[src/rtl/press_if.sv]
// press_if: button-in / classified-event-out bundle between a press source and press_decoder
//   i_btn        de-chattered button level, 0 = pressed (driven by master)
//   o_pressed    1 while a press is being held (driven by slave)
//   o_short_p    one-cycle short-press pulse
//   o_long_p     one-cycle long-press pulse
//   o_dbl_p      one-cycle double-press pulse
//   o_press_cnt  saturating count of press edges
interface press_if #(parameter int CNT_W = 8);
   logic             i_btn;
   logic             o_pressed;
   logic             o_short_p;
   logic             o_long_p;
   logic             o_dbl_p;
   logic [CNT_W-1:0] o_press_cnt;
   modport master (output i_btn, input o_pressed, o_short_p, o_long_p, o_dbl_p, o_press_cnt);
   modport slave  (input i_btn, output o_pressed, o_short_p, o_long_p, o_dbl_p, o_press_cnt);
endinterface

[src/rtl/press_decoder.sv]
// press_decoder: classifies de-chattered button presses as short, long or double and counts presses
//   i_clk  clock; every flop updates on the falling edge to line up with the chatter filter
//   i_rst  synchronous reset, active-low, sampled on the falling edge
//   bus    press_if slave: i_btn in; o_pressed, o_short_p, o_long_p, o_dbl_p, o_press_cnt out
module press_decoder #(
   parameter int LONG_CYC = 8,
   parameter int DBL_GAP  = 6,
   parameter int CNT_W    = 8
) (
   input logic    i_clk,
   input logic    i_rst,
   press_if.slave bus
);
   localparam int HW = $clog2(LONG_CYC + 1);
   localparam int GW = $clog2(DBL_GAP + 1);
   localparam logic [HW-1:0] L_MAX = HW'(LONG_CYC);
   localparam logic [GW-1:0] G_MAX = GW'(DBL_GAP);
   typedef enum logic [1:0] {IDLE, HELD, WAIT2, HELD2} state_t;
   state_t        r_state;
   logic          r_btn_d;
   logic [HW-1:0] r_hold;
   logic [GW-1:0] r_gap;
   logic          w_fall, w_rise;
   logic [HW-1:0] w_hold_inc;
   logic [GW-1:0] w_gap_inc;
   assign w_fall     = r_btn_d & ~bus.i_btn;
   assign w_rise     = ~r_btn_d & bus.i_btn;
   assign w_hold_inc = r_hold + 1'b1;
   assign w_gap_inc  = r_gap + 1'b1;
   always_ff @(negedge i_clk) begin
      if (!i_rst) begin
         r_state         <= IDLE;
         r_btn_d         <= 1'b1;
         r_hold          <= '0;
         r_gap           <= '0;
         bus.o_pressed   <= 1'b0;
         bus.o_short_p   <= 1'b0;
         bus.o_long_p    <= 1'b0;
         bus.o_dbl_p     <= 1'b0;
         bus.o_press_cnt <= '0;
      end else begin
         r_btn_d       <= bus.i_btn;
         bus.o_short_p <= 1'b0;
         bus.o_long_p  <= 1'b0;
         bus.o_dbl_p   <= 1'b0;
         if (w_fall && !(&bus.o_press_cnt))
            bus.o_press_cnt <= bus.o_press_cnt + 1'b1;
         case (r_state)
            IDLE:
               if (w_fall) begin
                  r_state       <= HELD;
                  r_hold        <= HW'(1);
                  bus.o_pressed <= 1'b1;
               end
            HELD:
               if (w_rise) begin
                  // a release after the long threshold already reported ends silently
                  r_state       <= (r_hold == L_MAX) ? IDLE : WAIT2;
                  r_gap         <= '0;
                  bus.o_pressed <= 1'b0;
               end else if (r_hold != L_MAX) begin
                  r_hold       <= w_hold_inc;
                  bus.o_long_p <= (w_hold_inc == L_MAX);
               end
            WAIT2: begin
               r_gap <= w_gap_inc;
               // a second press wins over gap expiry on the same edge
               if (w_fall) begin
                  r_state       <= HELD2;
                  bus.o_pressed <= 1'b1;
               end else if (w_gap_inc == G_MAX) begin
                  r_state       <= IDLE;
                  bus.o_short_p <= 1'b1;
               end
            end
            HELD2:
               if (w_rise) begin
                  r_state       <= IDLE;
                  bus.o_pressed <= 1'b0;
                  bus.o_dbl_p   <= 1'b1;
               end
            default: r_state <= IDLE;
         endcase
      end
   end
endmodule

[src/flat_wrapper.sv]
// flat-port wrapper written by rule: the top's interface ports become plain ports
module press_decoder_flat 
#(
   parameter int LONG_CYC = 8,
   parameter int DBL_GAP  = 6,
   parameter int CNT_W    = 8
)
  (i_clk, i_rst, bus_i_btn, bus_o_pressed, bus_o_short_p, bus_o_long_p, bus_o_dbl_p, bus_o_press_cnt);
  press_if #(.CNT_W(CNT_W)) bus_i ();
  input logic i_clk;
  input logic i_rst;
  input wire logic [$bits(bus_i.i_btn)-1:0] bus_i_btn;
  output wire logic [$bits(bus_i.o_pressed)-1:0] bus_o_pressed;
  output wire logic [$bits(bus_i.o_short_p)-1:0] bus_o_short_p;
  output wire logic [$bits(bus_i.o_long_p)-1:0] bus_o_long_p;
  output wire logic [$bits(bus_i.o_dbl_p)-1:0] bus_o_dbl_p;
  output wire logic [$bits(bus_i.o_press_cnt)-1:0] bus_o_press_cnt;
  assign bus_i.i_btn = bus_i_btn;
  assign bus_o_pressed = bus_i.o_pressed;
  assign bus_o_short_p = bus_i.o_short_p;
  assign bus_o_long_p = bus_i.o_long_p;
  assign bus_o_dbl_p = bus_i.o_dbl_p;
  assign bus_o_press_cnt = bus_i.o_press_cnt;
  press_decoder #(.LONG_CYC(LONG_CYC), .DBL_GAP(DBL_GAP), .CNT_W(CNT_W)) u_core (.i_clk(i_clk), .i_rst(i_rst), .bus(bus_i));
endmodule
[config.mk]
export PLATFORM = sky130hd
export DESIGN_NAME = press_decoder_flat
export DESIGN_NICKNAME = d
export VERILOG_FILES = /design/src/rtl/press_if.sv /design/src/rtl/press_decoder.sv /design/src/flat_wrapper.sv
export SDC_FILE = /design/constraint.sdc
export NUM_CORES = 1
export LEC_CHECK = 0
export CORE_MARGIN = 2
export CORE_UTILIZATION = 60
export DETAILED_ROUTE_END_ITERATION = 8
export DONT_BUFFER_PORTS = 1
export GPL_ROUTABILITY_DRIVEN = 0
export PLACE_DENSITY = 0.75
export SLEW_MARGIN = 20
export SYNTH_ARGS = -nofsm -noshare
export SYNTH_HDL_FRONTEND = slang
export SYNTH_SLANG_ARGS = --single-unit
[constraint.sdc]
create_clock -name i_clk -period 3 [get_ports i_clk]
set_input_delay 0.75 -clock i_clk [delete_from_list [all_inputs] [get_ports i_clk]]
set_output_delay 0.75 -clock i_clk [all_outputs]
set_load 0.1 [all_outputs]
==> metrics list <==
* Status: finished, violations left
- The final reports fail on negative setup slack.
- Tightest hold margin: approximately 0.53 ns
- Proportion of synthesized chip area in sequential cells: about 40%
* Average wire per cell in the routed design: around 15 um
- Wire length after detailed routing: between 2 and 3 mm
* Worst Reg2Reg Path Length in Cells: 6
- Launch point of the worst hold path: u_core.r_hold[1]$_SDFFE_NN0P_
* Internal reg-to-reg setup slack: roughly 1.2 ns
* Pin count of the biggest net entering global routing: 15
- Capture endpoint of the worst hold path: u_core.r_hold[1]$_SDFFE_NN0P_
* Initial drt markers: approximately 50
* Syn nets: 140
* Cell Area, Synth: 1107 sq um
* Number of synthesized flops with an enable pin: 0
* Final routed DRC violation total: 0
- The number of global-route vias before repair came to ~1100.
- The startpoint identified for the worst register-to-register timing path is u_core.r_hold[0]$_SDFFE_NN0P_.
* H-tree lvl count: 1
* Chip Width: between 40 and 50 um
- The clock drives 22 sinks.
- Setup CP Type: reg -> out
- Power spread over the standard cell area amounts to ~460 nW/um^2.
- Total number of placement rows: 15
- In this run the number of cells on the critical path is 0.
* Deepest clock path buffer count: 2
- Top fanout value on the critical path: 6
* Clock slew at the register clock pins of the worst setup and hold paths: approximately 0.040 ns
- Routed vias/inst: 5.861
- The floorplan step defined a core boundary enclosing 1727 sq um.
- Slew at the pin with the worst max-slew slack: approximately 0.43 ns
- The first TritonRoute pass finished after 4 iterations.
* Total Die Area: roughly 2200 sq um
- Area growth from synthesis to layout: 36.84%
- HPWL Detailed: approximately 2 mm
* Vias after detailed routing: 1137
* # fillers: 90
* Synth Warn #: 0
- Number of max-slew violations in the final report: 0
- The final layout contains 178 nets.
* Count of port buffers added during placement: 0
- Cells with a size suffix above 1 make up 23.08% of the layout.
- VDD sags by at most approximately 0.43 mV.
- TritonCTS created 3 clock buffers.
- Primary FF master, synth: sky130_fd_sc_hd__dfxtp_1
- Per-instance average area after synthesis: 8.389 sq um
- Setup repair after global routing could not meet its margin everywhere.
- Across the run, the number of max-cap violations was 0.
- Clk root buf: sky130_fd_sc_hd__clkbuf_4
- Counting flops with an async set or reset pin after synthesis yields a share of 0%.
* Most frequent standard cell in the layout excluding fill and tap cells: sky130_fd_sc_hd__inv_1
* Final cell area excluding filler cells: 1515 sq um
* Relative max-transition margin: 71.28%
* Standard cell area after detailed placement: 1395 sq um
* Total congestion overflow after global routing: 0
- Count of hold buffers inserted by post-cts repair: 0
* Antenna cells: 0
- Fin Clk Skew: 0.01529 ns
* GR Util All Layers: roughly 29%
* Leading cell types in the layout, fill and taps excluded: sky130_fd_sc_hd__inv_1, sky130_fd_sc_hd__a21oi_1, sky130_fd_sc_hd__buf_12
- The initial utilization of the core area, before any placement, comes to 64.13%.
- Y dimension of the die: about 47 um
- Launching element type of the critical path: register
- Setup tns final: -1.744 ns
- Cells after Synth: 132
* Static Leak: ~0.65 nW
- Final count of negative-setup-slack endpoints: 12
* ANT nets after route: 0
* Worst setup margin: -0.1863 ns
- After synthesis the netlist holds a flip-flop and latch count of 22.
- Number of top-level design ports: 15
* Final hold violation count: 0
- Critical Path AT: between 2 and 2.5 ns
* Crit Reg-Reg Endpoint: u_core.r_hold[3]$_SDFFE_NN0P_
- Data required time at the worst endpoint: about 2.3 ns
- Clock tree from TritonCTS: done
- Along the worst hold path, the cell count comes to 2.
- Clock latency on the worst-skew pair, taken at its later pin, is approximately 0.38 ns.
- The first global-routing pass estimated 4.498 mm of wire.
* Count of cell types in the netlist: 38
- Type of the worst min-delay path: reg -> reg
- Antenna violations before repair: 0
* Worst setup EP type: output port
-- state kept, by name, indices dropped and copies added, names as in the netlist, 2 cells and up --
register / cells
u_core.bus.o_press_cnt: 8
u_core.r_hold: 4
u_core.r_gap: 3
u_core.r_state: 2
-- through the flow --
stage	std cells	util [%]	power, W	worst slack [ns]
finish	194	87.75	0.0006997	-0.1863
detailed placement	168	80.80	0.0004965	-0.1532
global route	194	87.75	0.0007575	-0.2124
floorplan	132	-	0.0004585	-0.2775
global placement	168	80.80	0.0004904	-0.1294
CTS	194	87.75	0.0006988	-0.1874
-- worst min-delay path, stage by stage, from the launching register on --
cell                      delay (ns)
sky130_fd_sc_hd__dfxtp_1        0.33
sky130_fd_sc_hd__o21ai_1        0.08
sky130_fd_sc_hd__a21oi_1        0.06
-- cell families (layout without fill, tap and decap cells) --
| logic type | Yosys count | count (layout) | share of synthesized area [%] |
|---|---|---|---|
| and+or+nand+nor | 51 | 51 | 24.30 |
| adders and majority gates | 5 | 5 | 5.650 |
| muxes | 1 | 1 | 0.9040 |
| xor gates and xnor gates | 5 | 5 | 3.955 |
| buffers and inverters | 13 | 50 | 5.197 |
| AOI/OAI and AO/OA | 35 | 35 | 20.23 |
| DFF | 22 | 22 | 39.77 |
-- worst max-delay path by stage --
stage	start	slack, ns	to
2_1_floorplan	bus_i_btn	-0.28	u_core.bus.o_press_cnt[7]$_SDFFE_NN0P_
3_3_place_gp	bus_i_btn	-0.13	u_core.bus.o_press_cnt[7]$_SDFFE_NN0P_
3_5_place_dp	bus_i_btn	-0.15	u_core.bus.o_press_cnt[7]$_SDFFE_NN0P_
4_1_cts	u_core.bus.o_press_cnt[5]$_SDFFE_NN0P_	-0.19	bus_o_press_cnt[5]
5_1_grt	u_core.bus.o_press_cnt[5]$_SDFFE_NN0P_	-0.21	bus_o_press_cnt[5]
6_report	u_core.bus.o_press_cnt[5]$_SDFFE_NN0P_	-0.19	bus_o_press_cnt[5]
-- layer usage --
| metal | share of wire, % | vias to the layer above | GRT usage, % | routed length [um] |
|---|---|---|---|---|
| met2 | 55 | 54 | 55.89 | 1624 |
| met5 | 0 | - | 0 | 0 |
| met1 | 38 | 526 | 27.49 | 1121 |
| met4 | 2.2 | 0 | 12.78 | 65 |
| li1 | - | 546 | - | - |
| met3 | 5.5 | 11 | 10.38 | 163 |
-- Yosys cell counts (3+ instances only) --
cell	n	share of area, %
sky130_fd_sc_hd__dfxtp_1	22	40
sky130_fd_sc_hd__a21oi_1	12	5.4
sky130_fd_sc_hd__nand2_1	10	3.4
sky130_fd_sc_hd__nor2_1	10	3.4
sky130_fd_sc_hd__inv_1	8	2.7
sky130_fd_sc_hd__o21ai_0	7	3.2
sky130_fd_sc_hd__a211oi_1	6	4.1
sky130_fd_sc_hd__nor3_1	6	2.7
sky130_fd_sc_hd__ha_1	5	5.6
sky130_fd_sc_hd__nand3_1	5	2.3
sky130_fd_sc_hd__xor2_1	5	4.0
sky130_fd_sc_hd__nand4_1	4	2.3
sky130_fd_sc_hd__clkbuf_1	3	1.0
-- area by class of cell --
cell class / instances / area, sq um / share of cell area, %
Sequential cell: 22 / 460.4 / 30.39
Timing Repair Buffer: 17 / 265.3 / 17.51
Clock buffer: 3 / 22.52 / 1.486
Inverter: 7 / 26.28 / 1.734
Tap cell: 25 / 31.28 / 2.064
Clock inverter: 23 / 87.58 / 5.780
Multi-Input combinational cell: 97 / 621.8 / 41.04
-- repair_timing --
| item | in CTS | in global routing |
|---|---|---|
| setup endpoints to repair | 12 | 12 |
| gates resized for setup | 3 | 0 |
| endpoints found under the hold margin | 0 | 0 |
| buffers inserted | 1 | 0 |
| gates cloned | 0 | 0 |
-- power breakdown --
group	internal [W]	total (W)	switching (W)
clock	0.0000868	0.000252	0.000165
combinational	0.0000495	0.000125	0.0000756
sequential	0.000304	0.000323	0.0000187
total	0.000441	0.000700	0.000259
Note: power is estimated with default switching activity, not from simulation.
